==> src/rtl/wb_pipe_stage_pkg.sv <==
// Shared types and constants for the MEM->WB boundary stage.
// The entry struct is a default-width view of one held beat.
package wb_pipe_stage_pkg;

  localparam int DATA_W_DEF = 32;
  localparam int ADDR_W_DEF = 5;
  localparam int CTRL_W_DEF = 5;
  localparam int REG_ZERO   = 0;

  typedef struct packed {
    logic                  valid;
    logic                  wen;
    logic [ADDR_W_DEF-1:0] waddr;
    logic [DATA_W_DEF-1:0] data;
    logic [CTRL_W_DEF-1:0] ctrl;
  } wb_entry_t;

endpackage

==> src/rtl/wb_pipe_entry.sv <==
// One held write-back beat with load and clear enables.
// clear drops valid and wen together so a dead entry never shows a write.
module wb_pipe_entry #(
  parameter int DATA_W = 32,
  parameter int ADDR_W = 5,
  parameter int CTRL_W = 5
) (
  input  logic              clk,
  input  logic              rst_n,
  input  logic              load,
  input  logic              clear,
  input  logic              d_wen,
  input  logic [ADDR_W-1:0] d_waddr,
  input  logic [DATA_W-1:0] d_data,
  input  logic [CTRL_W-1:0] d_ctrl,
  output logic              q_valid,
  output logic              q_wen,
  output logic [ADDR_W-1:0] q_waddr,
  output logic [DATA_W-1:0] q_data,
  output logic [CTRL_W-1:0] q_ctrl
);

  always_ff @(posedge clk or negedge rst_n) begin
    if (!rst_n) begin
      q_valid <= 1'b0;
      q_wen   <= 1'b0;
      q_waddr <= '0;
      q_data  <= '0;
      q_ctrl  <= '0;
    end else if (clear) begin
      q_valid <= 1'b0;
      q_wen   <= 1'b0;
    end else if (load) begin
      q_valid <= 1'b1;
      q_wen   <= d_wen;
      q_waddr <= d_waddr;
      q_data  <= d_data;
      q_ctrl  <= d_ctrl;
    end
  end

endmodule

==> src/rtl/wb_pipe_stage.sv <==
// MEM->WB boundary register with flush, r0 write squash and a forwarding tap.
// Define WB_PIPE_SKID_EN for the two-entry skid buffer; otherwise single entry.
module wb_pipe_stage
  import wb_pipe_stage_pkg::*;
#(
  parameter int DATA_W = 32,
  parameter int ADDR_W = 5,
  parameter int CTRL_W = 5,
  parameter int CNT_W  = 16
) (
  input  logic              clk,
  input  logic              rst_n,
  input  logic              in_valid,
  output logic              in_ready,
  input  logic              in_wen,
  input  logic [ADDR_W-1:0] in_waddr,
  input  logic [DATA_W-1:0] in_data,
  input  logic [CTRL_W-1:0] in_ctrl,
  output logic              out_valid,
  input  logic              out_ready,
  output logic              out_wen,
  output logic [ADDR_W-1:0] out_waddr,
  output logic [DATA_W-1:0] out_data,
  output logic [CTRL_W-1:0] out_ctrl,
  input  logic              flush,
  output logic              fwd_valid,
  output logic [ADDR_W-1:0] fwd_waddr,
  output logic [DATA_W-1:0] fwd_data,
  output logic [CNT_W-1:0]  stall_cnt
);

  logic              h_valid, h_wen;
  logic [ADDR_W-1:0] h_waddr;
  logic [DATA_W-1:0] h_data;
  logic [CTRL_W-1:0] h_ctrl;
  logic              h_load, h_clr;
  logic              h_d_wen;
  logic [ADDR_W-1:0] h_d_waddr;
  logic [DATA_W-1:0] h_d_data;
  logic [CTRL_W-1:0] h_d_ctrl;
  logic              acc, drn, cap_wen;

  assign acc     = in_valid && in_ready;
  assign drn     = h_valid && out_ready;
  // Writes to r0 are carried as non-writing beats so the tap never bypasses them.
  assign cap_wen = in_wen && (in_waddr != ADDR_W'(REG_ZERO));

`ifdef WB_PIPE_SKID_EN
  logic              s_valid, s_wen;
  logic [ADDR_W-1:0] s_waddr;
  logic [DATA_W-1:0] s_data;
  logic [CTRL_W-1:0] s_ctrl;
  logic              s_load, s_clr, h_from_s;

  assign in_ready = !s_valid;

  always_comb begin
    h_load   = 1'b0;
    h_clr    = 1'b0;
    s_load   = 1'b0;
    s_clr    = 1'b0;
    h_from_s = 1'b0;
    if (flush) begin
      h_clr = 1'b1;
      s_clr = 1'b1;
    end else if (!s_valid) begin
      if (!h_valid || drn) begin
        if (acc) h_load = 1'b1;
        else     h_clr  = 1'b1;
      end else if (acc) begin
        s_load = 1'b1;
      end
    end else if (drn) begin
      h_load   = 1'b1;
      h_from_s = 1'b1;
      s_clr    = 1'b1;
    end
  end

  assign h_d_wen   = h_from_s ? s_wen   : cap_wen;
  assign h_d_waddr = h_from_s ? s_waddr : in_waddr;
  assign h_d_data  = h_from_s ? s_data  : in_data;
  assign h_d_ctrl  = h_from_s ? s_ctrl  : in_ctrl;

  wb_pipe_entry #(.DATA_W(DATA_W), .ADDR_W(ADDR_W), .CTRL_W(CTRL_W)) u_skid (
    .clk(clk), .rst_n(rst_n), .load(s_load), .clear(s_clr),
    .d_wen(cap_wen), .d_waddr(in_waddr), .d_data(in_data), .d_ctrl(in_ctrl),
    .q_valid(s_valid), .q_wen(s_wen), .q_waddr(s_waddr), .q_data(s_data), .q_ctrl(s_ctrl)
  );
`else
  assign in_ready = !h_valid || out_ready;

  always_comb begin
    h_load = 1'b0;
    h_clr  = 1'b0;
    if (flush)    h_clr  = 1'b1;
    else if (acc) h_load = 1'b1;
    else if (drn) h_clr  = 1'b1;
  end

  assign h_d_wen   = cap_wen;
  assign h_d_waddr = in_waddr;
  assign h_d_data  = in_data;
  assign h_d_ctrl  = in_ctrl;
`endif

  wb_pipe_entry #(.DATA_W(DATA_W), .ADDR_W(ADDR_W), .CTRL_W(CTRL_W)) u_head (
    .clk(clk), .rst_n(rst_n), .load(h_load), .clear(h_clr),
    .d_wen(h_d_wen), .d_waddr(h_d_waddr), .d_data(h_d_data), .d_ctrl(h_d_ctrl),
    .q_valid(h_valid), .q_wen(h_wen), .q_waddr(h_waddr), .q_data(h_data), .q_ctrl(h_ctrl)
  );

  assign out_valid = h_valid;
  assign out_wen   = h_wen;
  assign out_waddr = h_waddr;
  assign out_data  = h_data;
  assign out_ctrl  = h_ctrl;

  assign fwd_valid = h_valid && h_wen;
  assign fwd_waddr = h_waddr;
  assign fwd_data  = h_data;

  always_ff @(posedge clk or negedge rst_n) begin
    if (!rst_n) begin
      stall_cnt <= '0;
    end else if (h_valid && !out_ready && (stall_cnt != '1)) begin
      stall_cnt <= stall_cnt + CNT_W'(1);
    end
  end

endmodule
==> config.mk <==
export PLATFORM = sky130hd
export DESIGN_NAME = wb_pipe_stage
export DESIGN_NICKNAME = d
export VERILOG_FILES = /design/src/rtl/wb_pipe_stage_pkg.sv /design/src/rtl/wb_pipe_entry.sv /design/src/rtl/wb_pipe_stage.sv
export SDC_FILE = /design/constraint.sdc
export NUM_CORES = 1
export LEC_CHECK = 0
export ABC_AREA = 1
export BUFFER_PORTS_ARGS = -buffer_cell sky130_fd_sc_hd__buf_2
export CAP_MARGIN = 20
export CORE_ASPECT_RATIO = 0.9
export CORE_MARGIN = 2
export CORE_UTILIZATION = 30
export CTS_CLUSTER_DIAMETER = 40
export DETAILED_ROUTE_END_ITERATION = 16
export PLACE_DENSITY = 0.59
export SETUP_SLACK_MARGIN = 0.5
export SLEW_MARGIN = 5
export SYNTH_ARGS = -nofsm -noshare
export SYNTH_HDL_FRONTEND = slang
export SYNTH_HIERARCHICAL = 1
export SYNTH_SLANG_ARGS = --single-unit
==> constraint.sdc <==
create_clock -name clk -period 1.95 [get_ports clk]
set_clock_uncertainty 0.2 [all_clocks]
set_input_delay 0.2925 -clock clk [delete_from_list [all_inputs] [get_ports clk]]
set_output_delay 0.2925 -clock clk [all_outputs]
set_load 0.05 [all_outputs]
==> results_dict.tcl <==
set metrics [dict create \
    gp_congestion 0.794 \
    grt_pass1_wl_um 16200 \
    ys_ff_latch 60 \
    powerDensity_mw_per_mm2 1210 \
    grt_overflow 0 \
    syn_area_sq_mm 0.00325 \
    clk_pin_slew_ps 60 \
    synth_cell_types 24 \
    rr_startpoint "u_head/q_valid" \
    finalNonFillerCells 707 \
    synth_area_leaders "dfrtp_1 (46%), nand2_1 (15%), buf_4 (10%)" \
    grt_pass1_vias 3212 \
    rrSetupSlack_ps 260 \
    crit_path_end "u_head/q_data[23]" \
    criticalPathCategory "reg -> reg" \
    layout_commonest_cell "nand2_1" \
    maxCapViolations 0 \
    crit_arrival_ps 1720 \
    yosysTopAreaCellShare_pct 46.2 \
    hold_viol 0 \
    drc 0 \
    cts_tree "built" \
    leakage_nw 2.83 \
    vias 3246 \
    syn_to_final_growth_pct 72.3 \
    nets 619 \
    synth_top_area_cell "dfrtp_1" \
    rows 36 \
    layout_min_cycle_time_ps 1690 \
    n_fill_cell 947 \
    dieArea_sq_mm 0.0117 \
    synth_edf_count 0 \
    postSynthAreaPerCell_sq_um 8.37 \
    ioPinCount 147 \
    status "finished clean" \
    clk_latency_ps 340 \
    irDropWorstVdd_v 0.000645 \
    cts_buffers 9 \
    h-tree-depth 3 \
    yosysWarningCount 6 \
    yosys_most_used_dff "dfrtp_1" \
    diodes 0 \
    wl_per_cell_um 15.7 \
    dieWidth_um 114 \
    core_sq_mm 0.0107 \
    r2r_cells 8 \
    setup_tns_ps 0 \
    setup_viol 0 \
    rsz0062_at_grt "true" \
    clockBufferDepth 2 \
    hp-class "in -> reg" \
    totalPowerFinal_w 0.00675 \
    finalMaxSlewViolations 0 \
    syn_inst 388 \
    relSlewSlack_pct 70.4 \
    fmax_ghz 0.591 \
    wl_um 11100 \
    portBuffers 146 \
    layout_common_cells "nand2_1 (120), buf_6 (72), buf_4 (54)" \
    utilization_pct 52.4 \
    tightestPinTransition_ps 444 \
    clock_sinks 60 \
    startpoint "u_head/q_valid" \
    async_reset_ff_share_pct 100 \
    cp-end-kind "flip-flop" \
    grt_antenna_before_repair 0 \
    cts_root_buf "clkbuf_16" \
    die_h_um 103 \
    ant_nets 0 \
    routed_via_density 4.59 \
    cp-start-kind "flip-flop" \
    track_usage_pct 18.2 \
    hpwl_um 5830 \
    initial_core_util_pct 30.4 \
    ys_seq_area_share_pct 46.2 \
    drtIter0Drc 189 \
    r2r-end "u_head/q_data[23]" \
    path_max_fanout 5 \
    cp_data_required_time_ps 1980 \
    first_pass_iters 4 \
    synthesis.nets 437 \
    min_period_over_period_pct 86.8 \
    dp_cells 621 \
    grt_max_degree 45 \
    drive_gt1_share_pct 50.0 \
]
==> metrics by stage <==
stage | worst slack, ps | instance area [sq um] | hold WS [ps]
final | 257 | 5600 | 10.0
after global routing | 206 | 5600 | 14.8
after CTS | 264 | 5280 | 2.20
after detailed placement | 258 | 3890 | 137
after global placement | 289 | 3890 | 139
after floorplan | 213 | 3340 | -203
==> layout make-up <==
type / count / area (sq um) / area share [%]
clock buffers: 13 / 260 / 4.65
clock inverters: 2 / 35.0 / 0.626
inverters: 21 / 91.3 / 1.63
multi-input cells: 260 / 1460 / 26.2
flip-flops and latches: 60 / 1530 / 27.3
well taps: 133 / 166 / 2.97
repair buffers: 218 / 2050 / 36.7
==> registers in the layout, summed over array words and instances (netlist names) <==
signal and count:
stall_cnt 16, u_head/q_ctrl 5, u_head/q_valid 1, u_head/q_data 32, u_head/q_wen 1, u_head/q_waddr 5
==> kinds of logic (layout without fill, tap and decap cells) <==
kind of cell,after synthesis,after routing,share of synthesized area [%]
and+or+nand+nor,238,242,33.6
buffers and inverters,72,254,15.6
DFF,60,60,46.2
AOI/OAI and AO/OA,10,10,2.31
xor gates and xnor gates,7,7,1.89
adders and majority gates,1,1,0.385
==> synthesized netlist by cell type (2+ instances only) <==
master,instances
nand2_1,134
xnor2_1,5
inv_1,20
nor2_1,16
nand4_1,5
xor2_1,2
nand3_1,51
o21ai_2,5
dfrtp_1,60
buf_4,44
buf_6,5
nand2_2,20
nor2_2,5
nor2_4,4
o21ai_1,2
buf_12,2
==> per-layer routing <==
layer | share of wire (%) | vias up | global-route usage [%]
li1 | - | 1555 | -
met1 | 40 | 1541 | 20.2
met4 | 1.7 | 0 | 6.47
met2 | 51 | 131 | 32.5
met3 | 7.0 | 19 | 6.53
met5 | 0 | - | 0
==> how the worst min path moves through the flow <==
stage               slack [ps]   startpoint                 to  depth (start not counted)
finish                      10  in_data[19]  u_head/q_data[19]                          3
global route                10   in_data[5]   u_head/q_data[5]                          3
CTS                          2  in_data[19]  u_head/q_data[19]                          3
detailed placement         140        rst_n  u_head/q_data[28]                          2
global placement           140        rst_n  u_head/q_data[27]                          2
floorplan                 -200        rst_n       stall_cnt[0]                          0
==> repair_timing <==
item | in CTS | in global routing
endpoints found under the hold margin | 89 | 1
setup buffers | 25 | 6
hold buffers | 30 | 1
setup endpoints to repair | 159 | 127
gates resized for setup | 158 | 55
pin swaps | 19 | 20
cloned | 6 | 3
==> report_power, final <==
group | internal, W | leakage (nW) | switching [W]
logic | 0.00122 | 1.96 | 0.00211
registers | 0.00151 | 0.722 | 0.000325
clock network | 0.00105 | 0.146 | 0.000545
total | 0.00378 | 2.83 | 0.00298
==> critical path, stage by stage (launching register included) <==
cell      delay (ps)
dfrtp_4          520
nand2_8           80
nand2_4           60
a31o_4           240
clkinv_8          90
buf_6            140
nand2_4          100
nand2_1           90
nand2_1           60
No activity file was read; power rests on OpenSTA's default activity.
